==> config.mk <==
export PLATFORM = sky130hd
export DESIGN_NAME = lpddr2_ca_decoder
export DESIGN_NICKNAME = d
export VERILOG_FILES = /design/src/rtl/lpddr2_ca_decoder.sv
export SDC_FILE = /design/constraint.sdc
export NUM_CORES = 1
export LEC_CHECK = 0
export ABC_CLOCK_PERIOD_IN_PS = 5700
export BUFFER_PORTS_ARGS = -buffer_cell sky130_fd_sc_hd__buf_2
export CORE_MARGIN = 2
export CORE_UTILIZATION = 38
export CTS_CLUSTER_SIZE = 40
export DETAILED_ROUTE_END_ITERATION = 8
export PLACE_DENSITY_LB_ADDON = 0.05
export SLEW_MARGIN = 20
export SYNTH_ARGS = -nofsm -noshare
export SYNTH_HDL_FRONTEND = slang
export SYNTH_SLANG_ARGS = --single-unit
==> constraint.sdc <==
create_clock -name ck -period 5.7 [get_ports ck]
set_clock_uncertainty 0.1 [all_clocks]
set_input_delay 1.14 -clock ck [delete_from_list [all_inputs] [get_ports ck]]
set_output_delay 1.14 -clock ck [all_outputs]
set_load 0.01 [all_outputs]
==> src/rtl/lpddr2_ca_decoder.sv <==
// rtl/lpddr2_ca_decoder.sv - LPDDR2 CA bus command decoder with bank, timing, MR and power tracking
module lpddr2_ca_decoder #(
    parameter int         BA_BITS = 3,
    parameter int         TRCD_CK = 3,
    parameter int         TRP_CK  = 3,
    parameter logic [7:0] MR1_RST = 8'h02,
    parameter logic [7:0] MR2_RST = 8'h01
) (
    input  logic                      ck,
    input  logic                      rst_n,
    input  logic                      cke,
    input  logic                      cs_n,
    input  logic [9:0]                ca_r,
    input  logic [9:0]                ca_f,
    output logic                      cmd_valid,
    output logic [3:0]                cmd_code,
    output logic [BA_BITS-1:0]        cmd_ba,
    output logic [14:0]               cmd_row,
    output logic [11:0]               cmd_col,
    output logic                      cmd_ap,
    output logic                      cmd_ab,
    output logic [7:0]                mr_addr,
    output logic [7:0]                mr_op,
    output logic [7:0]                mr1,
    output logic [7:0]                mr2,
    output logic [(2**BA_BITS)-1:0]   bank_open,
    output logic [1:0]                pwr_state,
    output logic                      err,
    output logic [2:0]                err_code
);

    localparam int NBANKS = 2**BA_BITS;
    localparam int RCD_W  = (TRCD_CK > 1) ? $clog2(TRCD_CK) : 1;
    localparam int RP_W   = (TRP_CK > 1) ? $clog2(TRP_CK) : 1;
    localparam logic [RCD_W-1:0] RCD_LOAD = RCD_W'(TRCD_CK - 1);
    localparam logic [RP_W-1:0]  RP_LOAD  = RP_W'(TRP_CK - 1);

    // Power states
    localparam logic [1:0] PWR_NORMAL = 2'd0;
    localparam logic [1:0] PWR_PD     = 2'd1;
    localparam logic [1:0] PWR_SREF   = 2'd2;
    localparam logic [1:0] PWR_DPD    = 2'd3;

    // Command codes (0 is used internally for NOP / deselect)
    localparam logic [3:0] CMD_NOP = 4'd0;
    localparam logic [3:0] CMD_MRW = 4'd1;
    localparam logic [3:0] CMD_MRR = 4'd2;
    localparam logic [3:0] CMD_REF = 4'd3;
    localparam logic [3:0] CMD_ACT = 4'd4;
    localparam logic [3:0] CMD_WR  = 4'd5;
    localparam logic [3:0] CMD_RD  = 4'd6;
    localparam logic [3:0] CMD_PRE = 4'd7;
    localparam logic [3:0] CMD_BST = 4'd8;

    // Error codes
    localparam logic [2:0] ERR_NONE      = 3'd0;
    localparam logic [2:0] ERR_ACT_OPEN  = 3'd1;
    localparam logic [2:0] ERR_RW_IDLE   = 3'd2;
    localparam logic [2:0] ERR_TRCD      = 3'd3;
    localparam logic [2:0] ERR_TRP       = 3'd4;
    localparam logic [2:0] ERR_REFAB     = 3'd5;

    logic                 r_cke_q;
    logic [1:0]           r_pwr;
    logic                 r_cmd_valid;
    logic [3:0]           r_cmd_code;
    logic [BA_BITS-1:0]   r_cmd_ba;
    logic [14:0]          r_cmd_row;
    logic [11:0]          r_cmd_col;
    logic                 r_cmd_ap;
    logic                 r_cmd_ab;
    logic [7:0]           r_mr_addr;
    logic [7:0]           r_mr_op;
    logic [7:0]           r_mr1;
    logic [7:0]           r_mr2;
    logic [NBANKS-1:0]    r_bank_open;
    logic [14:0]          r_open_row [NBANKS];
    logic [RCD_W-1:0]     r_trcd_cnt [NBANKS];
    logic [RP_W-1:0]      r_trp_cnt  [NBANKS];
    logic                 r_err;
    logic [2:0]           r_err_code;

    logic                 w_sel;
    logic [3:0]           w_code;
    logic [BA_BITS-1:0]   w_ba;
    logic [14:0]          w_row_fld;
    logic [14:0]          w_row_out;
    logic [11:0]          w_col_fld;
    logic [7:0]           w_ma;
    logic [7:0]           w_op;
    logic                 w_ab;
    logic [2:0]           w_err_code;
    logic                 w_err;
    logic                 w_ok;
    logic                 w_pd_entry;
    logic                 w_lp_exit;
    logic                 w_full_clear;

    assign w_sel     = !cs_n && r_cke_q && cke && (r_pwr == PWR_NORMAL);
    assign w_ba      = ca_r[7 +: BA_BITS];
    assign w_row_fld = {ca_f[9:8], ca_r[6:2], ca_f[7:0]};
    assign w_col_fld = {ca_f[9:1], ca_r[6:5], 1'b0};
    assign w_ma      = {ca_f[1:0], ca_r[9:4]};
    assign w_op      = ca_f[9:2];

    // Command decode from the rise-half CA word
    always_comb begin
        w_code = CMD_NOP;
        if (w_sel) begin
            case (ca_r[1:0])
                2'b10:   w_code = CMD_ACT;
                2'b01:   w_code = ca_r[2] ? CMD_RD : CMD_WR;
                2'b00:   w_code = ca_r[2] ? CMD_REF : (ca_r[3] ? CMD_MRR : CMD_MRW);
                default: begin
                    if (!ca_r[2]) begin
                        w_code = ca_r[3] ? CMD_PRE : CMD_BST;
                    end
                end
            endcase
        end
    end

    // All-bank flag lives in different bits for PRE and REF
    always_comb begin
        w_ab = 1'b0;
        if (w_code == CMD_PRE) begin
            w_ab = ca_r[4];
        end else if (w_code == CMD_REF) begin
            w_ab = ca_r[3];
        end
    end

    // Protocol checks; branch order yields the lowest applicable code
    always_comb begin
        w_err_code = ERR_NONE;
        case (w_code)
            CMD_ACT: begin
                if (r_bank_open[w_ba]) begin
                    w_err_code = ERR_ACT_OPEN;
                end else if (r_trp_cnt[w_ba] != '0) begin
                    w_err_code = ERR_TRP;
                end
            end
            CMD_RD, CMD_WR: begin
                if (!r_bank_open[w_ba]) begin
                    w_err_code = ERR_RW_IDLE;
                end else if (r_trcd_cnt[w_ba] != '0) begin
                    w_err_code = ERR_TRCD;
                end
            end
            CMD_REF: begin
                if (w_ab && (r_bank_open != '0)) begin
                    w_err_code = ERR_REFAB;
                end
            end
            default: w_err_code = ERR_NONE;
        endcase
    end

    assign w_err = (w_err_code != ERR_NONE);
    assign w_ok  = (w_code != CMD_NOP) && !w_err;

    // RD/WR carry no row bits, so report the row they actually hit
    assign w_row_out = ((w_code == CMD_RD) || (w_code == CMD_WR)) ? r_open_row[w_ba] : w_row_fld;

    assign w_pd_entry   = (r_pwr == PWR_NORMAL) && r_cke_q && !cke;
    assign w_lp_exit    = (r_pwr != PWR_NORMAL) && cke;
    // MRW 0x3F and deep power-down exit both return the device to its reset image
    assign w_full_clear = (w_ok && (w_code == CMD_MRW) && (w_ma == 8'h3F)) ||
                          (w_lp_exit && (r_pwr == PWR_DPD));

    // cke history and power state transitions
    always_ff @(posedge ck or negedge rst_n) begin
        if (!rst_n) begin
            r_cke_q <= 1'b0;
            r_pwr   <= PWR_NORMAL;
        end else begin
            r_cke_q <= cke;
            if (w_pd_entry) begin
                if (!cs_n && (ca_r[2:0] == 3'b100)) begin
                    r_pwr <= PWR_SREF;
                end else if (!cs_n && (ca_r[2:0] == 3'b011)) begin
                    r_pwr <= PWR_DPD;
                end else begin
                    r_pwr <= PWR_PD;
                end
            end else if (w_lp_exit) begin
                r_pwr <= PWR_NORMAL;
            end
        end
    end

    // Registered command report; fields refresh only on a decoded command
    always_ff @(posedge ck or negedge rst_n) begin
        if (!rst_n) begin
            r_cmd_valid <= 1'b0;
            r_cmd_code  <= CMD_NOP;
            r_cmd_ba    <= '0;
            r_cmd_row   <= '0;
            r_cmd_col   <= '0;
            r_cmd_ap    <= 1'b0;
            r_cmd_ab    <= 1'b0;
            r_mr_addr   <= '0;
            r_mr_op     <= '0;
            r_err       <= 1'b0;
            r_err_code  <= ERR_NONE;
        end else begin
            r_cmd_valid <= (w_code != CMD_NOP);
            r_err       <= w_err;
            r_err_code  <= w_err_code;
            if (w_code != CMD_NOP) begin
                r_cmd_code <= w_code;
                r_cmd_ba   <= w_ba;
                r_cmd_row  <= w_row_out;
                r_cmd_col  <= w_col_fld;
                r_cmd_ap   <= ca_f[0];
                r_cmd_ab   <= w_ab;
                r_mr_addr  <= w_ma;
                r_mr_op    <= w_op;
            end
        end
    end

    // Mode registers MR1/MR2
    always_ff @(posedge ck or negedge rst_n) begin
        if (!rst_n) begin
            r_mr1 <= MR1_RST;
            r_mr2 <= MR2_RST;
        end else if (w_full_clear) begin
            r_mr1 <= MR1_RST;
            r_mr2 <= MR2_RST;
        end else if (w_ok && (w_code == CMD_MRW)) begin
            if (w_ma == 8'h01) begin
                r_mr1 <= w_op;
            end else if (w_ma == 8'h02) begin
                r_mr2 <= w_op;
            end
        end
    end

    // Bank open/idle state and open row per bank
    always_ff @(posedge ck or negedge rst_n) begin
        if (!rst_n) begin
            r_bank_open <= '0;
            for (int b = 0; b < NBANKS; b++) begin
                r_open_row[b] <= '0;
            end
        end else if (w_full_clear) begin
            r_bank_open <= '0;
        end else if (w_ok && (w_code == CMD_ACT)) begin
            r_bank_open[w_ba] <= 1'b1;
            r_open_row[w_ba]  <= w_row_fld;
        end else if (w_ok && (w_code == CMD_PRE)) begin
            if (w_ab) begin
                r_bank_open <= '0;
            end else begin
                r_bank_open[w_ba] <= 1'b0;
            end
        end
    end

    // tRCD/tRP down-counters: load on ACT/PRE, otherwise count down to zero
    always_ff @(posedge ck or negedge rst_n) begin
        if (!rst_n) begin
            for (int b = 0; b < NBANKS; b++) begin
                r_trcd_cnt[b] <= '0;
                r_trp_cnt[b]  <= '0;
            end
        end else begin
            for (int b = 0; b < NBANKS; b++) begin
                if (w_full_clear) begin
                    r_trcd_cnt[b] <= '0;
                end else if (w_ok && (w_code == CMD_ACT) && (w_ba == BA_BITS'(b))) begin
                    r_trcd_cnt[b] <= RCD_LOAD;
                end else if (r_trcd_cnt[b] != '0) begin
                    r_trcd_cnt[b] <= r_trcd_cnt[b] - RCD_W'(1);
                end

                if (w_full_clear) begin
                    r_trp_cnt[b] <= '0;
                end else if (w_ok && (w_code == CMD_PRE) && (w_ab || (w_ba == BA_BITS'(b)))) begin
                    r_trp_cnt[b] <= RP_LOAD;
                end else if (r_trp_cnt[b] != '0) begin
                    r_trp_cnt[b] <= r_trp_cnt[b] - RP_W'(1);
                end
            end
        end
    end

    assign cmd_valid = r_cmd_valid;
    assign cmd_code  = r_cmd_code;
    assign cmd_ba    = r_cmd_ba;
    assign cmd_row   = r_cmd_row;
    assign cmd_col   = r_cmd_col;
    assign cmd_ap    = r_cmd_ap;
    assign cmd_ab    = r_cmd_ab;
    assign mr_addr   = r_mr_addr;
    assign mr_op     = r_mr_op;
    assign mr1       = r_mr1;
    assign mr2       = r_mr2;
    assign bank_open = r_bank_open;
    assign pwr_state = r_pwr;
    assign err       = r_err;
    assign err_code  = r_err_code;

endmodule

==> flow_summary.json <==
{
  "worstPathRequired_ns": 5.99,
  "track_usage": 0.186,
  "nets": 977,
  "finalSetupViolCount": 0,
  "cp_max_fo": 33,
  "slew-limit-headroom": 0.266,
  "ys.warnings.count": 0,
  "synthAdderAreaFrac": 0.0240,
  "grt_antenna_before_repair": 1,
  "viasPerCell": 5.34,
  "yosys.area_share.simple": 0.0808,
  "root_buffer": "clkbuf_16",
  "min_from": "cmd_row[6]",
  "cts_resized": 0,
  "crit_arrival_ns": 4.04,
  "critPathKind": "primary input to register",
  "synthesis.area_um2": 10400,
  "power_switching_uw": 1330,
  "die_x_um": 170,
  "totalWireLength_um": 25800,
  "hp-class": "register to register",
  "clk_latency_ns": 0.52,
  "synth_xor_area_frac": 0.0134,
  "rows": 60,
  "finalMaxSlewViolations": 0,
  "grt_pass1_wl_um": 41500,
  "hold_violations": 0,
  "critPathLaunchType": "primary input",
  "hold_depth": 2,
  "boundaryPins": 107,
  "synth_area_leaders": "dfrtp_1, mux2_2, mux4_2",
  "grt.overflow.total": 0,
  "die_h_um": 170,
  "clkPwrFrac": 0.345,
  "gp_congestion": 0.768,
  "r2r-start": "pwr_state[0]",
  "ys_ff_latch": 220,
  "syn_avg_cell_area_um2": 12.2,
  "synthFlopType": "dfrtp_1",
  "drt_iter0_markers": 410,
  "seqPwrFrac": 0.421,
  "pwr-share-comb": 0.234,
  "vias": 6910,
  "synth_edf_count": 0,
  "p_per_area_nw_per_um2": 389,
  "synth_top_area_share": 0.523,
  "critPathCaptureType": "register",
  "numCtsBuffers": 25,
  "syn2layout_area_growth_pct": 15.3,
  "synth_compound_area_frac": 0.0706,
  "max_cap_viol_count": 0,
  "grt_max_degree": 127,
  "core_area_um2": 27000,
  "fillers": 2509,
  "r2r-end": "r_open_row[114]",
  "internal_power_uw": 3340,
  "synthMuxAreaShare": 0.235,
  "r2r_cells": 5,
  "wl_per_cell_um": 20.0,
  "clk_pin_slew_ns": 0.06,
  "num_antenna_cells": 0,
  "synth.most_common_cell": "dfrtp_1",
  "crit_start": "ca_r[8]",
  "rrSetupSlack_ns": 2.57,
  "rsz0062_at_grt": "no",
  "ys_top_cells_by_count": "dfrtp_1, mux2_2, nand2_1",
  "async_reset_ff_frac": 1.00,
  "power.leakage_uw": 0.00595,
  "clock-sinks": 220,
  "htree_num_levels": 1,
  "die_area_um2": 28800,
  "hpwlAfterDp_um": 17100,
  "yosysSeqAreaShare": 0.528,
  "tns_ns": 0,
  "period_needed_ns": 3.76,
  "initial_utilization": 0.387,
  "worst_pin_slew_ns": 1.10,
  "clk_path_buf_depth": 3,
  "fin_crit_sh": 0.659,
  "port_buffers": 105,
  "min_to": "cmd_row[6]",
  "drc": 0,
  "cts_hold_buf": 0,
  "drive_above_1_share": 0.369,
  "yosys.area.top_type": "dfrtp_1",
  "grt_pass1_vias": 7385,
  "syn_inst": 855,
  "cts_tree": "yes",
  "synthesis.nets": 899,
  "status": "completed",
  "fmax_mhz": 266,
  "detail-route-antenna-nets": 0,
  "drt_pass1_iterations": 4,
  "power.total_uw": 4670,
  "switching_share": 0.285,
  "cts_setup_buffers": 0,
  "synth_top_family_by_area": "multiplexers",
  "vdd_drop_max_mv": 0.155,
  "synth.distinct_cells": 46
}
## power by group through the flow
stage	logic, uW	registers, uW	clock network, uW
CTS	1110	1970	1660
finish	1090	1970	1610
detailed placement	1110	2000	0
global placement	1050	1980	0
global route	1240	2000	1730
floorplan	806	2000	0
## registers in the layout (all words and copies together), names as in the netlist, 3 cells and up
| register | cells |
|---|---|
| mr1 | 8 |
| r_trcd_cnt | 16 |
| bank_open | 8 |
| mr_addr | 5 |
| err_code | 3 |
| cmd_code | 4 |
| cmd_row | 15 |
| r_open_row | 120 |
| mr2 | 8 |
| mr_op | 8 |
| r_trp_cnt | 16 |
## cell families after synthesis
family	Yosys count
XOR/XNOR	16
flip-flops	220
buffers and inverters	110
AO/OA/AOI/OAI	128
other	1
multiplexers	190
AND/OR/NAND/NOR	170
adder cells (fa/ha/maj)	20
## worst max path at each step
stage                           end  cells after the start
detailed placement  r_open_row[114]                      8
finish              r_open_row[114]                      8
global placement    r_open_row[111]                      8
CTS                 r_open_row[114]                      8
global route        r_open_row[112]                      8
floorplan           r_open_row[100]                      8
## cell usage in the layout (no fill, tap or decap), types with 12 or more instances in the layout
cell       Yosys  routed
clkbuf_16      0      25
nand2_1       61      61
xnor2_1       16      16
dfrtp_1      218     218
and3_1        19      19
mux2i_1       19      19
nor2_1        45      45
ha_1          20      20
o22ai_1       18      18
clkinv_2       0      12
mux4_2        30      30
buf_2         12     104
inv_1         39      39
mux2_2       141     141
o21ai_0       31      31
a21oi_1       56      56
buf_4         17      15
## worst max-delay path, stage by stage
cell and delay (ns):
buf_2 0.16, buf_4 0.31, nand3_1 0.15, o21ai_0 0.09
a211o_1 0.39, nor4_4 0.60, nand3_2 0.68, mux2_2 0.52
## cell type report
| cell class | instances | area (um^2) | share of cell area |
|---|---|---|---|
| Multi-Input combinational cell | 525 | 4440 | 0.369 |
| Tap cell | 341 | 427 | 0.0355 |
| Sequential cell | 220 | 5510 | 0.458 |
| Timing Repair Buffer | 121 | 663 | 0.0552 |
| Clock inverter | 16 | 159 | 0.0132 |
| Clock buffer | 30 | 674 | 0.0561 |
| Inverter | 40 | 150 | 0.0125 |
## per-layer routing
metal | up-vias | track usage | share of wire
li1 | 3184 | - | -
met1 | 3560 | 0.256 | 0.47
met2 | 139 | 0.318 | 0.48
met3 | 27 | 0.0210 | 0.034
met4 | 0 | 0.0379 | 0.014
met5 | - | 0 | 0
## per-stage QoR
stage	hold WS, ns	instance area [um^2]	util	worst slack (ns)	cells
global placement	0.363	11200	0.414	1.47	1246
floorplan	0.374	10400	-	2.32	855
finish	0.381	12000	0.446	1.94	1293
global route	0.407	12000	0.446	1.78	1293
detailed placement	0.370	11200	0.414	1.41	1246
CTS	0.388	12000	0.445	1.95	1292
(Power assumes the default switching activity.)
